===== src/rtl/cache_controller.sv =====
// ---------------------------------------------------------------------------
// cache_controller
//   Sequencing FSM for a 64-line direct-mapped write-back data cache. It sits
//   between the CPU load/store port, the cache array and main memory. Hits
//   finish in COMPARE. A miss optionally writes back a dirty victim, refills
//   the line from memory and then re-compares, which is then a guaranteed hit.
//   Every cache-array control is driven on every cycle, because the array
//   rewrites valid/dirty every clock.
//
// Ports
//   clk, rst_n          clock (rising edge), asynchronous active-low reset
//   cpu_*_i / cpu_*_o   CPU request (req/we/addr/wdata) and response
//                       (busy/done/rdata)
//   cache_*             cache array address/data/strobes and status inputs
//                       (hit, line valid, dirty, victim tag, read data)
//   mem_*               memory request/ack handshake with address and data
//   hit_count_o,
//   miss_count_o        access statistics, present only with CACHE_STATS_EN
//
// Optional feature macro: CACHE_STATS_EN
// ---------------------------------------------------------------------------
module cache_controller #(
  parameter int INDEX_W = 6,
  parameter int TAG_W   = 10
) (
  input  logic             clk,
  input  logic             rst_n,
  input  logic             cpu_req_i,
  input  logic             cpu_we_i,
  input  logic [31:0]      cpu_addr_i,
  input  logic [31:0]      cpu_wdata_i,
  output logic             cpu_busy_o,
  output logic             cpu_done_o,
  output logic [31:0]      cpu_rdata_o,
  output logic [31:0]      cache_addr_o,
  output logic [31:0]      cache_wdata_o,
  output logic             we_cache_o,
  output logic             set_valid_o,
  output logic             set_dirty_o,
  output logic             tag_we_o,
  input  logic             cache_hit_i,
  input  logic             line_valid_i,
  input  logic             cache_dirty_i,
  input  logic [TAG_W-1:0] victim_tag_i,
  input  logic [31:0]      cache_rdata_i,
  output logic             mem_req_o,
  output logic             mem_we_o,
  output logic [31:0]      mem_addr_o,
  output logic [31:0]      mem_wdata_o,
  input  logic [31:0]      mem_rdata_i,
  input  logic             mem_ack_i
`ifdef CACHE_STATS_EN
  ,
  output logic [31:0]      hit_count_o,
  output logic [31:0]      miss_count_o
`endif
);

  typedef enum logic [1:0] {
    IDLE,
    COMPARE,
    WRITEBACK,
    ALLOCATE
  } state_t;

  state_t      state_q, state_d;
  logic [31:0] addr_q;
  logic        we_q;
  logic [31:0] wdata_q;
  logic [31:0] rdata_q, rdata_d;
  logic        done_q, done_d;
  // Marks the COMPARE that follows a refill, so it is not counted as an access.
  logic        refill_q, refill_d;
  logic        capture;

  assign capture = (state_q == IDLE) && cpu_req_i;

  always_ff @(posedge clk or negedge rst_n) begin
    if (!rst_n) begin
      state_q  <= IDLE;
      addr_q   <= '0;
      we_q     <= 1'b0;
      wdata_q  <= '0;
      rdata_q  <= '0;
      done_q   <= 1'b0;
      refill_q <= 1'b0;
    end else begin
      state_q  <= state_d;
      rdata_q  <= rdata_d;
      done_q   <= done_d;
      refill_q <= refill_d;
      if (capture) begin
        addr_q  <= cpu_addr_i;
        we_q    <= cpu_we_i;
        wdata_q <= cpu_wdata_i;
      end
    end
  end

  // Next state and all outputs; the hold values keep the line's valid/dirty
  // bits unchanged on cycles that do not deliberately modify them.
  always_comb begin
    state_d       = state_q;
    rdata_d       = rdata_q;
    done_d        = 1'b0;
    refill_d      = refill_q;
    cpu_busy_o    = (state_q != IDLE);
    cache_addr_o  = (state_q == IDLE) ? cpu_addr_i : addr_q;
    cache_wdata_o = '0;
    we_cache_o    = 1'b0;
    tag_we_o      = 1'b0;
    set_valid_o   = line_valid_i;
    set_dirty_o   = cache_dirty_i;
    mem_req_o     = 1'b0;
    mem_we_o      = 1'b0;
    mem_addr_o    = '0;
    mem_wdata_o   = '0;

    unique case (state_q)
      IDLE: begin
        refill_d = 1'b0;
        if (cpu_req_i) state_d = COMPARE;
      end
      COMPARE: begin
        refill_d = 1'b0;
        if (cache_hit_i) begin
          done_d  = 1'b1;
          state_d = IDLE;
          if (we_q) begin
            we_cache_o    = 1'b1;
            cache_wdata_o = wdata_q;
            set_valid_o   = 1'b1;
            set_dirty_o   = 1'b1;
          end else begin
            rdata_d = cache_rdata_i;
          end
        end else if (cache_dirty_i && line_valid_i) begin
          state_d = WRITEBACK;
        end else begin
          // An invalid line may carry a stale dirty bit; it is never written back.
          state_d = ALLOCATE;
        end
      end
      WRITEBACK: begin
        mem_req_o   = 1'b1;
        mem_we_o    = 1'b1;
        mem_addr_o  = {{(32-TAG_W-INDEX_W){1'b0}}, victim_tag_i, addr_q[INDEX_W-1:0]};
        mem_wdata_o = cache_rdata_i;
        if (mem_ack_i) begin
          set_dirty_o = 1'b0;
          state_d     = ALLOCATE;
        end
      end
      ALLOCATE: begin
        mem_req_o  = 1'b1;
        mem_addr_o = addr_q;
        if (mem_ack_i) begin
          we_cache_o    = 1'b1;
          cache_wdata_o = mem_rdata_i;
          tag_we_o      = 1'b1;
          set_valid_o   = 1'b1;
          set_dirty_o   = 1'b0;
          refill_d      = 1'b1;
          state_d       = COMPARE;
        end
      end
      default: state_d = IDLE;
    endcase

    // While reset is held every output is forced low, including the
    // pass-through paths that do not depend on state.
    if (!rst_n) begin
      cpu_busy_o    = 1'b0;
      cache_addr_o  = '0;
      cache_wdata_o = '0;
      we_cache_o    = 1'b0;
      tag_we_o      = 1'b0;
      set_valid_o   = 1'b0;
      set_dirty_o   = 1'b0;
      mem_req_o     = 1'b0;
      mem_we_o      = 1'b0;
      mem_addr_o    = '0;
      mem_wdata_o   = '0;
    end
  end

  assign cpu_done_o  = done_q;
  assign cpu_rdata_o = rdata_q;

`ifdef CACHE_STATS_EN
  logic [31:0] hit_count_q, miss_count_q;

  // One count per access; the re-compare after a refill is skipped.
  always_ff @(posedge clk or negedge rst_n) begin
    if (!rst_n) begin
      hit_count_q  <= '0;
      miss_count_q <= '0;
    end else if (state_q == COMPARE && !refill_q) begin
      if (cache_hit_i) hit_count_q  <= hit_count_q + 32'd1;
      else             miss_count_q <= miss_count_q + 32'd1;
    end
  end

  assign hit_count_o  = hit_count_q;
  assign miss_count_o = miss_count_q;
`endif

endmodule


===== config.mk =====
export PLATFORM = sky130hd
export DESIGN_NAME = cache_controller
export DESIGN_NICKNAME = d
export VERILOG_FILES = /design/src/rtl/cache_controller.sv
export SDC_FILE = /design/constraint.sdc
export NUM_CORES = 1
export LEC_CHECK = 0
export BUFFER_PORTS_ARGS = -buffer_cell sky130_fd_sc_hd__buf_2
export CAP_MARGIN = 20
export CORE_AREA = 2 2 121 123
export DETAILED_ROUTE_END_ITERATION = 10
export DIE_AREA = 0 0 123 125
export HOLD_SLACK_MARGIN = 0.08
export PLACE_DENSITY_LB_ADDON = 0.2
export SYNTH_ARGS = -nofsm -noshare
export SYNTH_HDL_FRONTEND = slang
export SYNTH_SLANG_ARGS = --single-unit

===== constraint.sdc =====
create_clock -name clk -period 1.9 [get_ports clk]
set_clock_uncertainty 0.05 [all_clocks]
set_input_delay 0.38 -clock clk [delete_from_list [all_inputs] [get_ports clk]]
set_output_delay 0.38 -clock clk [all_outputs]
set_load 0.005 [all_outputs]

==> metrics.md <==
| Metric | Value |
|---|---|
| Status | `finished, violations left` |
| Violated checks | `negative setup slack` |
| CTS clk-pin slew, worst paths | `70 ps` |
| Final Hold Viols | `0` |
| Core Box Area | `14,200 um2` |
| Final-stage net count | `940` |
| Syn_nets | `616` |
| Worst path arrival time | `1790 ps` |
| Clock tree buffer depth | `2` |
| Via-to-Cell Ratio | `5.01` |
| Period utilization | `117%` |
| H-tree levels | `3` |
| Crit. End Element | `output pin` |
| Setup CP Type | `flop to output pin` |
| Num CTS Buffers | `9` |
| CTS tree | `built` |
| Seq cells post-synth | `100` |
| DIE AREA | `15,400 um2` |
| First-pass iteration count of the detailed router | `4` |
| Total track usage | `20.8%` |
| Synth top area cells | `dfrtp_1, mux2_2, mux2_4` |
| Slew at the pin with the worst max-slew slack | `553 ps` |
| Peak Freq | `451 MHz` |
| Clk root buf | `clkbuf_16` |
| Mean post-synth cell area | `11.9 um2` |
| Leak | `4.42 nW` |
| Most common cell after layout, fill and taps aside | `buf_2` |
| Worst Hold Class | `input pin to asynchronous set/reset pin` |
| Vert. Die Dim | `125 um` |
| Area share of the largest cell type after synthesis | `45.2%` |
| Synth cell types | `29` |
| Initial antenna violation count | `1` |
| Starting Density | `39.0%` |
| Power Dens Cells | `1380 nW/um2` |
| Yosys warnings | `0` |
| GRT overflow | `0` |
| Seq/Total Area, Yosys | `45.2%` |
| First-pass GRT wire length | `25.1 mm` |
| Layout cells sized above 1 | `63.4%` |
| Mapped Area | `5540 um2` |
| Port bufs | `313` |
| Area Growth Syn to Fin | `48.5%` |
| Required time worst endpoint | `1470 ps` |
| Max FO, Critical Path | `11` |
| Post-DP HPWL | `12.0 mm` |
| Max Cap Viol | `0` |
| Cell count after synthesis | `465` |
| Maximum vdd drop | `0.792 mV` |
| Overall power | `11.4 mW` |
| Final core occ | `57.9%` |
| Rows | `44` |
| DRT Wirelength | `16.9 mm` |
| DR WL/cell | `17.3 um` |
| CP Launch Type | `flop` |
| RSZ-0062 raised after global routing | `true` |
| Drt initial violations | `145` |
| Clk_lat worst skew | `340 ps` |
| Synth area leader | `dfrtp_1` |
| Chip width | `123 um` |
| Max-slew violation count | `0` |
| Routed Antenna Nets | `0` |
| DRC violation count after routing | `0` |
| Largest net degree at the start of global routing | `66` |
| Most frequent cells in the layout | `buf_2, dfrtp_1, mux2_2, and3_1` |
| TritonCTS sink count | `100` |
| Final Hold Slack | `173 ps` |
| Io pins | `314` |
| Vias in the first global route | `5,013` |
| Slew headroom | `63.0%` |
| Tmin final | `2220 ps` |
| Setup violations, final | `144` |
| Via count | `4,906` |
| GPL Wtd Cong | `0.862` |
| Final setup margin | `-316 ps` |
==> logic make-up (layout without fill, tap and decap cells) <==
| logic type | Yosys count | after routing | synth area share, % |
|---|---|---|---|
| AOI/OAI and AO/OA | 50 | 50 | 6.93 |
| adders and majority gates | 5 | 5 | 1.13 |
| buffers and inverters | 45 | 374 | 5.26 |
| DFF | 100 | 100 | 45.2 |
| muxes | 131 | 131 | 27.9 |
| other | 0 | 1 | 0 |
| and+or+nand+nor | 134 | 134 | 13.6 |
==> metrics by stage <==
step	setup TNS, ps	setup WS, ps	std cells	cell area (um2)
after floorplan	0	136	465	5540
after global placement	-28.0	-8.46	947	7430
after detailed placement	-1020	-83.2	947	7430
after CTS	-28750	-297	972	8030
after global routing	-46990	-403	979	8230
final	-30150	-316	979	8230
==> Yosys cell counts, drive strengths merged <==
master / number
a21o: 2
a21oi: 1
a22o: 10
a22oi: 32
and2: 10
and3: 50
buf: 25
clkbuf: 17
dfrtp: 100
ha: 5
inv: 3
mux2: 97
mux2i: 34
nand2: 2
nand2b: 2
nor2: 35
nor2b: 35
o21ai: 2
o21ba: 1
o22ai: 1
o311a: 1
==> flip-flops by register name, indices dropped and copies added, names as in the netlist <==
name and count:
we_q 1, cpu_done_o 1, addr_q 32, state_q 2, cpu_rdata_o 32, wdata_q 32
==> where the power goes <==
group          leakage, nW  switching (mW)  internal, mW
logic                 3.08            2.20          3.19
clock network        0.159           0.808          1.19
registers             1.18           0.741          3.23
==> timing repair <==
item	CTS	global route
gates cloned	0	5
endpoints found under the setup margin	134	178
endpoints found under the hold margin	40	32
pin swaps	2	1
buffers inserted	4	0
gates resized for setup	45	13
hold buffers	5	1
==> critical path: stages, from the launching register on <==
cell and delay [ps]:
dfrtp_1 410, inv_2 120, ha_4 160, and3_4 180
buf_12 140, buf_12 130, a22oi_2 50, nor2_1 120
buf_2 130
==> cell type report <==
type	instances	area [um2]
Sequential cell	100	2500
Clock buffer	10	239
Clock inverter	6	86.3
Timing Repair Buffer	355	2190
Tap cell	184	230
Multi-Input combinational cell	320	2970
Antenna cell	1	2.50
Inverter	3	11.3
Fill cell	1242	5970
==> worst paths after layout <==
kind	to	slack (ps)	depth (start not counted)	startpoint
min reg2reg	wdata_q[24]	460	1	wdata_q[24]
min in group clk	we_q	200	2	cpu_we_i
max reg2reg	addr_q[4]	-50	7	state_q[0]
max	cache_wdata_o[7]	-320	8	state_q[1]
max in group asynchronous	state_q[0]	670	3	rst_n
min	cpu_rdata_o[2]	170	3	rst_n
==> metal layers <==
metal | GRT usage (%) | wire [um] | share of wire, % | vias to the layer above
li1 | - | - | - | 2299
met1 | 24.3 | 6890 | 41 | 2416
met2 | 36.7 | 8680 | 51 | 158
met3 | 5.20 | 937 | 5.5 | 33
met4 | 7.42 | 417 | 2.5 | 0
met5 | 0 | 0 | 0 | -
Note: power is estimated with default switching activity, not from simulation.
